--- config.mk ---
export PLATFORM = sky130hd
export DESIGN_NAME = shift_word_transmitter
export DESIGN_NICKNAME = d
export VERILOG_FILES = /design/src/rtl/shift_word_transmitter.sv
export SDC_FILE = /design/constraint.sdc
export NUM_CORES = 1
export LEC_CHECK = 0
export ABC_CLOCK_PERIOD_IN_PS = 2700
export CORE_MARGIN = 8
export CORE_UTILIZATION = 54
export CTS_CLUSTER_DIAMETER = 100
export DETAILED_ROUTE_END_ITERATION = 7
export PLACE_DENSITY = 0.92
export SLEW_MARGIN = 40
export SYNTH_ARGS = -nofsm -noshare
export SYNTH_HDL_FRONTEND = slang
export SYNTH_SLANG_ARGS = --single-unit
--- constraint.sdc ---
create_clock -name clk -period 2.7 [get_ports clk]
set_clock_uncertainty 0.15 [all_clocks]
set_input_delay 0.405 -clock clk [delete_from_list [all_inputs] [get_ports clk]]
set_output_delay 0.405 -clock clk [all_outputs]
set_load 0.02 [all_outputs]
--- src/rtl/shift_word_transmitter.sv ---
// shift_word_transmitter
//   Serializer for the I2C read-data path. A word is accepted into a
//   one-entry holding buffer through a valid/ready port. It is shifted out
//   one bit per shift_en strobe, MSB- or LSB-first, and is optionally
//   followed by an acknowledge slot. Buffered words chain back-to-back.
//
// Ports
//   clk, reset        clock, synchronous active-low reset
//   abort             synchronous flush to IDLE (drops any buffered word)
//   load_valid/_data  word offered for transmission
//   load_ready        holding buffer empty
//   shift_en          advance the line by one bit (SCL falling edge)
//   ack_sample/ack_in sample the acknowledge bit (SCL rising edge)
//   out               serial bit to the SDA driver (registered)
//   busy              a word is in SHIFT or ACK
//   bit_index         send-order index of the bit currently on out
//   word_done         one-cycle pulse when a word (plus ACK slot) completes
//   nack              result of the last completed word (1 = NACK/unsampled)
module shift_word_transmitter #(
    parameter int WIDTH      = 8,
    parameter int MSB_FIRST  = 1,
    parameter int ACK_SLOT   = 1,
    parameter int IDLE_LEVEL = 1,
    localparam int BW = ($clog2(WIDTH) < 1) ? 1 : $clog2(WIDTH)
) (
    input  logic             clk,
    input  logic             reset,
    input  logic             abort,
    input  logic             load_valid,
    input  logic [WIDTH-1:0] load_data,
    output logic             load_ready,
    input  logic             shift_en,
    input  logic             ack_sample,
    input  logic             ack_in,
    output logic             out,
    output logic             busy,
    output logic [BW-1:0]    bit_index,
    output logic             word_done,
    output logic             nack
);

    localparam logic          IDLE_BIT = (IDLE_LEVEL != 0);
    localparam logic          HAS_ACK  = (ACK_SLOT != 0);
    localparam logic [BW-1:0] LAST     = BW'(WIDTH - 1);

    typedef enum logic [1:0] {IDLE, SHIFT, ACK} state_t;

    state_t           state;
    logic [WIDTH-1:0] hold;
    logic             hold_valid;
    logic [WIDTH-1:0] sh;
    logic [BW-1:0]    cnt;
    logic             ack_bit;

    logic last_bit;
    logic finish;
    logic start;
    logic first_bit;

    assign last_bit  = (cnt == LAST);
    // Word completes on the final data strobe (no ACK slot) or the strobe
    // that closes the ACK slot.
    assign finish    = shift_en && ((state == SHIFT && last_bit && !HAS_ACK) ||
                                    (state == ACK));
    // Buffered word moves into the shifter from IDLE, or on the same edge
    // that finishes the previous word so there is no idle gap.
    assign start     = hold_valid && (state == IDLE || finish);
    assign first_bit = (MSB_FIRST != 0) ? hold[WIDTH-1] : hold[0];

    assign load_ready = !hold_valid;
    assign busy       = (state != IDLE);
    assign bit_index  = cnt;

    always_ff @(posedge clk) begin
        if (!reset) begin
            state      <= IDLE;
            hold       <= '0;
            hold_valid <= 1'b0;
            sh         <= '0;
            cnt        <= '0;
            ack_bit    <= 1'b1;
            out        <= IDLE_BIT;
            word_done  <= 1'b0;
            nack       <= 1'b0;
        end else if (abort) begin
            // A load offered in this cycle is dropped along with the buffer.
            state      <= IDLE;
            hold_valid <= 1'b0;
            cnt        <= '0;
            out        <= IDLE_BIT;
            word_done  <= 1'b0;
        end else begin
            word_done <= 1'b0;

            // start only fires with hold_valid set, accept only with it clear,
            // so the two never touch hold_valid in the same cycle.
            if (load_valid && !hold_valid) begin
                hold       <= load_data;
                hold_valid <= 1'b1;
            end

            if (finish) begin
                word_done <= 1'b1;
                if (state == ACK)
                    nack <= ack_sample ? ack_in : ack_bit;
                else
                    nack <= 1'b0;
            end

            if (start) begin
                sh         <= hold;
                hold_valid <= 1'b0;
                cnt        <= '0;
                ack_bit    <= 1'b1;
                out        <= first_bit;
                state      <= SHIFT;
            end else if (finish) begin
                state <= IDLE;
                cnt   <= '0;
                out   <= IDLE_BIT;
            end else begin
                case (state)
                    SHIFT: if (shift_en) begin
                        if (!last_bit) begin
                            cnt <= cnt + 1'b1;
                            if (MSB_FIRST != 0) begin
                                sh  <= {sh[WIDTH-2:0], 1'b0};
                                out <= sh[WIDTH-2];
                            end else begin
                                sh  <= {1'b0, sh[WIDTH-1:1]};
                                out <= sh[1];
                            end
                        end else begin
                            // Only reached with an ACK slot; the no-slot
                            // case is handled by finish.
                            state <= ACK;
                            out   <= IDLE_BIT;
                        end
                    end
                    ACK: if (ack_sample) ack_bit <= ack_in;
                    default: ;
                endcase
            end
        end
    end

endmodule

==> results.sh, run 1 <==
export IMPL_gr_usage_met3=0.0251
export IMPL_synth_top_cells_by_count="25 x dfxtp_1, 19 x mux2i_1, 19 x nor2_1"
export IMPL_pre_cts_ws_ns=0.351
export IMPL_fin_nets=153
export IMPL_wirelength_mm=2.38
export IMPL_ys_seq_area_frac=0.428
export IMPL_synth_seq_cells=25
export IMPL_finalCriticalPeriod_ns=2.25
export IMPL_gr_usage_met1=0.132
export IMPL_ctsResizeCount=0
export IMPL_synth_edff_count=0
export IMPL_setup_violations=0
export IMPL_die_area_um2=3910
export IMPL_fp_dieH_um=62.5
export IMPL_critical_path_startpoint_type="flop"
export IMPL_hold_viol_final=0
export IMPL_fin_ws_ns=0.451
export IMPL_rsz0062_at_grt="no"
export IMPL_grt_start_max_net_pins=18
export IMPL_clkLatencyLatePin_ns=0.32
export IMPL_crit_path_max_incr_delay_ns=0.60
export IMPL_end_kind="output port"
export IMPL_dr_pass1_iters=4
export IMPL_path_max_fanout=13
export IMPL_power_density_nw_per_um2=453
export IMPL_clockRootBuffer="clkbuf_4"
export IMPL_cts_hold_buf=0
export IMPL_diodes=0
export IMPL_synth_nets=130
export IMPL_cts_tree="built"
export IMPL_vias_per_cell=5.53
export IMPL_ir_worst_vdd_v=0.000297
export IMPL_portBuffers=22
export IMPL_overflow=0
export IMPL_synth_top_area_cell="dfxtp_1"
export IMPL_avgRoutedWirePerCell_um=14.6
export IMPL_postCtsSetupRepairBufs=0
export IMPL_status="finished clean"
export IMPL_multiInputGateArea_um2=609
export IMPL_synth_area_leaders="dfxtp_1 43%, mux2i_1 16%, nor2_1 6.1%"
export IMPL_worstMarginPinSlew_ns=0.492
export IMPL_crit_chain="or2_2 > clkdlybuf4s50_1"
export IMPL_place_gp_congestion=0.756
export IMPL_drive_gt1_frac=0.119
export IMPL_h_tree_depth=1
export IMPL_syn_avg_cell_area_um2=10.4
export IMPL_clk_pin_slew_ns=0.13
export IMPL_chipWidth_um=62.5
export IMPL_async_flop_share=0
export IMPL_drv_cap=0
export IMPL_critPathRequiredTime_ns=2.14
export IMPL_synthToLayoutAreaGrowth_pct=21.9
export IMPL_grt_use_met2=0.206
export IMPL_fmax_mhz=445
export IMPL_grt_pass1_wl_mm=3.93
export IMPL_final_max_slew_viol_count=0
export IMPL_seq_area_um2=500
export IMPL_synthCells=113
export IMPL_antenna_found_initial=0
export IMPL_synth_flop_cell="dfxtp_1"
export IMPL_design_core_area_um2=2130
export IMPL_busiest_layer="met2"
export IMPL_drc=0
export IMPL_io_pins=23
export IMPL_grt_total_usage=0.119
export IMPL_hp_class="flop to flop"
export IMPL_fin_crit_sh=0.833
export IMPL_yosys_area_top_type_share=0.428
export IMPL_dpl_hpwl_mm=1.80
export IMPL_initial_core_util=0.550
export IMPL_clock_path_buffers=2
export IMPL_drt_iter0_drc=23
export IMPL_synth_warnings=0
export IMPL_numClockSinks=25
export IMPL_cts_buffers=3
export IMPL_slowest_stage="dfxtp_1"
export IMPL_grt_pass1_vias=918
export IMPL_power_w=0.000647
export IMPL_critical_path_class="flop to output port"
export IMPL_postRouteAntennaNets=0
export IMPL_max_slew_margin=0.668
export IMPL_setup_tns_ns=0
export IMPL_fillers=167
export IMPL_rows=17
export IMPL_synthMostInstantiatedCell="dfxtp_1"
export IMPL_crit_arrival_ns=1.69
export IMPL_num_vias=902
export IMPL_ys_types=33
export IMPL_p_leak_nw=0.574
export IMPL_synth_area_um2=1170
[through the flow]
| stage | instance area [µm²] | utilization | hold WS (ns) | instances |
|---|---|---|---|---|
| 5_1_grt | 1430 | 0.671 | 0.384 | 163 |
| 2_1_floorplan | 1170 | - | 0.295 | 113 |
| 3_5_place_dp | 1400 | 0.658 | 0.328 | 159 |
| 3_3_place_gp | 1400 | 0.658 | 0.307 | 159 |
| 6_report | 1430 | 0.671 | 0.344 | 163 |
| 4_1_cts | 1430 | 0.671 | 0.349 | 163 |
[cells in the final DEF (no fill, tap or decap), drive strengths merged, types with 2 or more instances in the layout]
| cell type | instances |
|---|---|
| o211ai | 2 |
| o21ai | 4 |
| ha | 2 |
| inv | 2 |
| dfxtp | 25 |
| nor2 | 19 |
| nand3b | 2 |
| clkbuf | 3 |
| a21oi | 3 |
| o211a | 2 |
| nand2b | 2 |
| a211oi | 7 |
| buf | 3 |
| or3b | 2 |
| mux2i | 19 |
| clkinv | 2 |
| nand3 | 2 |
| clkdlybuf4s50 | 22 |
[worst paths after layout]
check          startpoint    end  slack (ns)  cells after the start
max              state[0]   busy        0.45                      2
min                 sh[0]  sh[0]        0.34                      2
max reg2reg  bit_index[0]  sh[6]        0.61                      6
min reg2reg         sh[0]  sh[0]        0.34                      2
[layout make-up]
cell class,instances,area share
clock buffer,3,0.0158
multi-input combinational,78,0.427
clock inverter,1,0.00351
tap,28,0.0246
inverter,3,0.00789
sequential,25,0.351
timing repair buffer,25,0.170
[report_power, final]
group	internal, W	switching, W
sequential	0.000382	0.00000878
clock	0.0000555	0.000112
combinational	0.0000477	0.0000412
[registers in the layout (all words and copies together), names as in the netlist]
register,count
out,1
hold,8
bit_index,3
state,2
word_done,1
nack,1
hold_valid,1
ack_bit,1
sh,7
[cells by family (layout without fill, tap and decap cells)]
family | Yosys count | in the layout | synth area share
AO/OA/AOI/OAI | 21 | 21 | 0.155
XOR/XNOR | 1 | 1 | 0.00749
adder cells (fa/ha/maj) | 2 | 2 | 0.0214
buffers and inverters | 10 | 32 | 0.0513
flip-flops | 25 | 25 | 0.428
multiplexers | 19 | 19 | 0.163
AND/OR/NAND/NOR | 35 | 35 | 0.174
[worst max-delay path: cells and delay by family (launching register included)]
family / cells / cell delay (ns)
flip-flops: 1 / 0.60
buffers and inverters: 1 / 0.60
AND/OR/NAND/NOR: 1 / 0.18
[metal layers]
layer  wire [µm]  vias to the layer above
li1            -                      446
met1        1050                      431
met2        1200                       21
met3          83                        4
met4          40                        0
met5           0                        -
No activity file was read; power rests on OpenSTA's default activity.
==> run 2, diff against run 1 <==
Settings changed: ABC_CLOCK_PERIOD_IN_PS 2700 to 2300, CORE_UTILIZATION 54 to 50, PLACE_DENSITY 0.92 to 0.87.
Clock period 2.7 ns to 2.3 ns, I/O delays scaled along.
==> run 2 against run 1 <==
First-iteration DRC count unchanged. Cell area increased by 1.3%. Setup slack got worse by 0.34 ns. Count of clock-buffer cells in the layout increased by 1. Largest power group unchanged.
==> results.sh, run 2 (same netlist as run 1, synthesis figures left out) <==
export IMPL_drive_gt1_frac=0.118
export IMPL_crit_chain="or2_2 > clkdlybuf4s50_1"
export IMPL_clockRootBuffer="clkbuf_4"
export IMPL_clk_pin_slew_ns=0.13
export IMPL_drt_iter0_drc=23
export IMPL_wirelength_mm=2.46
export IMPL_final_max_slew_viol_count=0
export IMPL_fmax_mhz=456
export IMPL_postRouteAntennaNets=0
export IMPL_grt_pass1_vias=916
export IMPL_crit_arrival_ns=1.70
export IMPL_antenna_found_initial=0
export IMPL_ir_worst_vdd_v=0.000427
export IMPL_h_tree_depth=1
export IMPL_drv_cap=0
export IMPL_slowest_stage="clkdlybuf4s50_1"
export IMPL_worstMarginPinSlew_ns=0.555
export IMPL_finalCriticalPeriod_ns=2.19
export IMPL_die_area_um2=4140
export IMPL_rsz0062_at_grt="no"
export IMPL_num_vias=894
export IMPL_cpLargestDelayFamily="buffers and inverters"
export IMPL_m1WireLength_mm=1.17
export IMPL_cts_tree="built"
export IMPL_holdWs_ns=0.352
export IMPL_stdcell_area_um2=1450
export IMPL_status="finished clean"
export IMPL_portBuffers=22
export IMPL_hold_viol_final=0
export IMPL_top_layer="met4"
export IMPL_fp_dieH_um=64.4
export IMPL_postCtsSetupRepairBufs=0
export IMPL_clock_path_buffers=2
export IMPL_drc=0
export IMPL_ctsResizeCount=0
export IMPL_numClockSinks=25
export IMPL_setup_violations=0
export IMPL_critical_path_startpoint_type="flop"
export IMPL_power_density_nw_per_um2=524
export IMPL_avgRoutedWirePerCell_um=15.0
export IMPL_cts_buffers=3
export IMPL_max_slew_margin=0.626
export IMPL_met2_length_mm=1.15
export IMPL_power_w=0.000758
export IMPL_vias_per_cell=5.45
export IMPL_design_core_area_um2=2210
export IMPL_place_area_um2=1420
export IMPL_grt_total_usage=0.120
export IMPL_synthToLayoutAreaGrowth_pct=23.5
export IMPL_regMostFlops="hold"
export IMPL_fillers=177
export IMPL_rows=17
export IMPL_path_max_fanout=13
export IMPL_initial_core_util=0.529
export IMPL_dr_pass1_iters=4
export IMPL_io_pins=23
export IMPL_cts_hold_buf=0
export IMPL_critPathRequiredTime_ns=1.80
export IMPL_end_kind="output port"
export IMPL_fin_nets=154
export IMPL_hp_class="flop to flop"
export IMPL_dpl_hpwl_mm=1.85
export IMPL_diodes=0
export IMPL_post_route_util=0.653
export IMPL_layout_common_cells="25 x dfxtp_1, 22 x clkdlybuf4s50_1, 19 x mux2i_1, 19 x nor2_1"
export IMPL_grt_pass1_wl_mm=4.16
export IMPL_critical_path_class="flop to output port"
export IMPL_chipWidth_um=64.4
export IMPL_crit_path_max_incr_delay_ns=0.61
export IMPL_final_common_cell="dfxtp_1"
export IMPL_critPathBufInv=1
export IMPL_grt_start_max_net_pins=17
export IMPL_overflow=0
export IMPL_setup_tns_ns=0
export IMPL_clkLatencyLatePin_ns=0.31
export IMPL_dr_wl_met3_um=133
export IMPL_fin_crit_sh=0.954
export IMPL_largest_reg_flops=8
export IMPL_p_leak_nw=0.582
export IMPL_place_gp_congestion=0.882
==> run 2: area by class of cell <==
class	count	area, µm²	area share
multi-input cells	78	609	0.422
inverters	3	11.3	0.00779
well taps	28	35.0	0.0242
clock buffers	4	26.3	0.0182
repair buffers	26	263	0.182
flip-flops and latches	25	500	0.346
==> run 2: report_power, final <==
group | internal (W) | switching [W]
Clock | 0.0000677 | 0.000123
Combinational | 0.0000592 | 0.0000500
Sequential | 0.000448 | 0.0000103
Total | 0.000575 | 0.000183
==> run 2: worst register-to-register path: stages (launching register included) <==
cell	delay, ns
dfxtp_1	0.36
ha_1	0.20
ha_1	0.23
nand4bb_4	0.32
a31oi_4	0.45
nor2_1	0.10
a211oi_2	0.21
==> run 2: path summary, 6_finish.rpt <==
check,start,depth (start not counted),to,slack [ns]
min reg2reg,sh[0],2,sh[0],0.35
max reg2reg,bit_index[0],6,sh[4],0.20
min,sh[0],2,sh[0],0.35
max,state[0],2,busy,0.11
==> run 2: routing by layer <==
layer  up-vias  track usage
met1       411        0.141
met2        33        0.212
li1        446            -
met4         0       0.0245
met3         4       0.0331
met5         -            0
==> run 2: metrics by stage <==
step | setup WS (ns) | std cells
floorplan | 0.384 | 113
global placement | 0.234 | 160
detailed placement | 0.171 | 160
CTS | 0.0951 | 164
global route | 0.0376 | 164
finish | 0.107 | 164
==> run 3, diff against run 2 <==
Settings changed: REMOVE_ABC_BUFFERS from default to 1.
==> run 3 against run 2 <==
Hold slack got worse by 0.014 ns. Register-to-register slack better by 0.06 ns. Utilization shrank 0.23 points. Critical path depth unchanged. Wire length fell by 8.8%. Cell area is 0.35% lower. Non-clock buffer count increased by 1. Power shrank 0.94%. Critical path type unchanged.
==> results.sh, run 3 (same netlist as run 1, synthesis figures left out) <==
export IMPL_grt_pass1_vias=897
export IMPL_place_area_um2=1410
export IMPL_swShare=0.236
export IMPL_chipWidth_um=64.4
export IMPL_pwr_share_seq=0.610
export IMPL_status="finished clean"
export IMPL_layout_common_cells="25 x dfxtp_1, 22 x clkdlybuf4s50_1, 19 x mux2i_1, 19 x nor2_1, 5 x buf_4"
export IMPL_comb_power_share=0.140
export IMPL_final_max_slew_viol_count=0
export IMPL_dr_pass1_iters=4
export IMPL_postCtsSetupRepairBufs=0
export IMPL_hold_viol_final=0
export IMPL_fin_nets=155
export IMPL_largest_reg_flops=8
export IMPL_post_route_util=0.651
export IMPL_rows=17
export IMPL_rsz0062_at_grt="no"
export IMPL_portBuffers=22
export IMPL_dpl_hpwl_mm=1.76
export IMPL_synthToLayoutAreaGrowth_pct=23.1
export IMPL_critPathRequiredTime_ns=1.80
export IMPL_critical_path_class="flop to output port"
export IMPL_power_density_nw_per_um2=521
export IMPL_setup_tns_ns=0
export IMPL_numClockSinks=25
export IMPL_grt_total_usage=0.118
export IMPL_initial_core_util=0.529
export IMPL_drv_cap=0
export IMPL_ctsResizeCount=0
export IMPL_postRouteAntennaNets=0
export IMPL_clock_path_buffers=2
export IMPL_io_pins=23
export IMPL_regMostFlops="hold"
export IMPL_cts_buffers=3
export IMPL_finalCriticalPeriod_ns=2.17
export IMPL_switchingPower_w=0.000177
export IMPL_pre_cts_ws_ns=0.192
export IMPL_design_core_area_um2=2210
export IMPL_fp_dieH_um=64.4
export IMPL_max_slew_margin=0.654
export IMPL_end_kind="output port"
export IMPL_h_tree_depth=1
export IMPL_worstMarginPinSlew_ns=0.512
export IMPL_p_leak_nw=0.581
export IMPL_setup_violations=0
export IMPL_cts_hold_buf=0
export IMPL_cts_tree="built"
export IMPL_ir_worst_vdd_v=0.000400
export IMPL_drc=0
export IMPL_diodes=0
export IMPL_clkLatencyLatePin_ns=0.31
export IMPL_hp_class="flop to flop"
export IMPL_drt_iter0_drc=22
export IMPL_clk_pin_slew_ns=0.13
export IMPL_num_vias=895
export IMPL_seq_area_um2=500
export IMPL_fillers=190
export IMPL_fin_ws_ns=0.134
export IMPL_overflow=0
export IMPL_intPower_w=0.000574
export IMPL_antenna_found_initial=0
export IMPL_crit_arrival_ns=1.67
export IMPL_fin_crit_sh=0.942
export IMPL_p_clk_frac=0.250
export IMPL_fmax_mhz=462
export IMPL_path_max_fanout=13
export IMPL_stdcell_area_um2=1440
export IMPL_final_common_cell="dfxtp_1"
export IMPL_wirelength_mm=2.24
export IMPL_avgRoutedWirePerCell_um=13.6
export IMPL_vias_per_cell=5.42
export IMPL_place_gp_congestion=0.808
export IMPL_grt_start_max_net_pins=17
export IMPL_drive_gt1_frac=0.124
export IMPL_grt_pass1_wl_mm=4.01
export IMPL_critical_path_startpoint_type="flop"
export IMPL_die_area_um2=4140
export IMPL_multiInputGateArea_um2=609
export IMPL_clockRootBuffer="clkbuf_4"
==> run 3: cell count changes in the layout (fill, tap and decap cells not counted) <==
| cell | change |
|---|---|
| buf_12 | -1 |
| buf_4 | +2 |
==> run 3: worst paths after layout <==
kind / slack (ns) / start / cells past startpoint / endpoint
min: 0.34 / sh[0] / 2 / sh[0]
max reg2reg: 0.26 / bit_index[0] / 6 / sh[1]
min reg2reg: 0.34 / sh[0] / 2 / sh[0]
max: 0.13 / state[0] / 2 / busy
==> run 3: routing by layer <==
metal / track usage / up-vias / wire [µm]
met1: 0.126 / 418 / 959
li1: - / 445 / -
met5: 0 / - / 0
met3: 0.0348 / 8 / 127
met2: 0.198 / 24 / 1080
met4: 0.0763 / 0 / 76
==> run 3: final cells by class <==
| class | count | share of cell area |
|---|---|---|
| inverters | 3 | 0.00782 |
| clock buffers | 4 | 0.0182 |
| well taps | 28 | 0.0243 |
| flip-flops and latches | 25 | 0.348 |
| repair buffers | 27 | 0.179 |
| multi-input cells | 78 | 0.423 |
==> run 3: metrics by stage <==
| stage | hold WS, ns | instances | total power, W |
|---|---|---|---|
| after floorplan | 0.284 | 106 | 0.000522 |
| after global placement | 0.308 | 161 | 0.000570 |
| after detailed placement | 0.324 | 161 | 0.000574 |
| after CTS | 0.346 | 165 | 0.000763 |
| after global routing | 0.380 | 165 | 0.000788 |
| final | 0.338 | 165 | 0.000751 |
==> run 3: critical path: stages (launching register included) <==
cell and delay (ns):
dfxtp_1 0.59, or2_2 0.18, clkdlybuf4s50_1 0.59
==> run 3: power groups by stage <==
| stage | clock network [W] | logic, W | registers, W |
|---|---|---|---|
| 6_report | 0.000188 | 0.000105 | 0.000458 |
| 3_3_place_gp | 0 | 0.000102 | 0.000467 |
| 3_5_place_dp | 0 | 0.000105 | 0.000468 |
| 4_1_cts | 0.000199 | 0.000106 | 0.000458 |
| 5_1_grt | 0.000211 | 0.000116 | 0.000461 |
| 2_1_floorplan | 0 | 0.0000570 | 0.000465 |
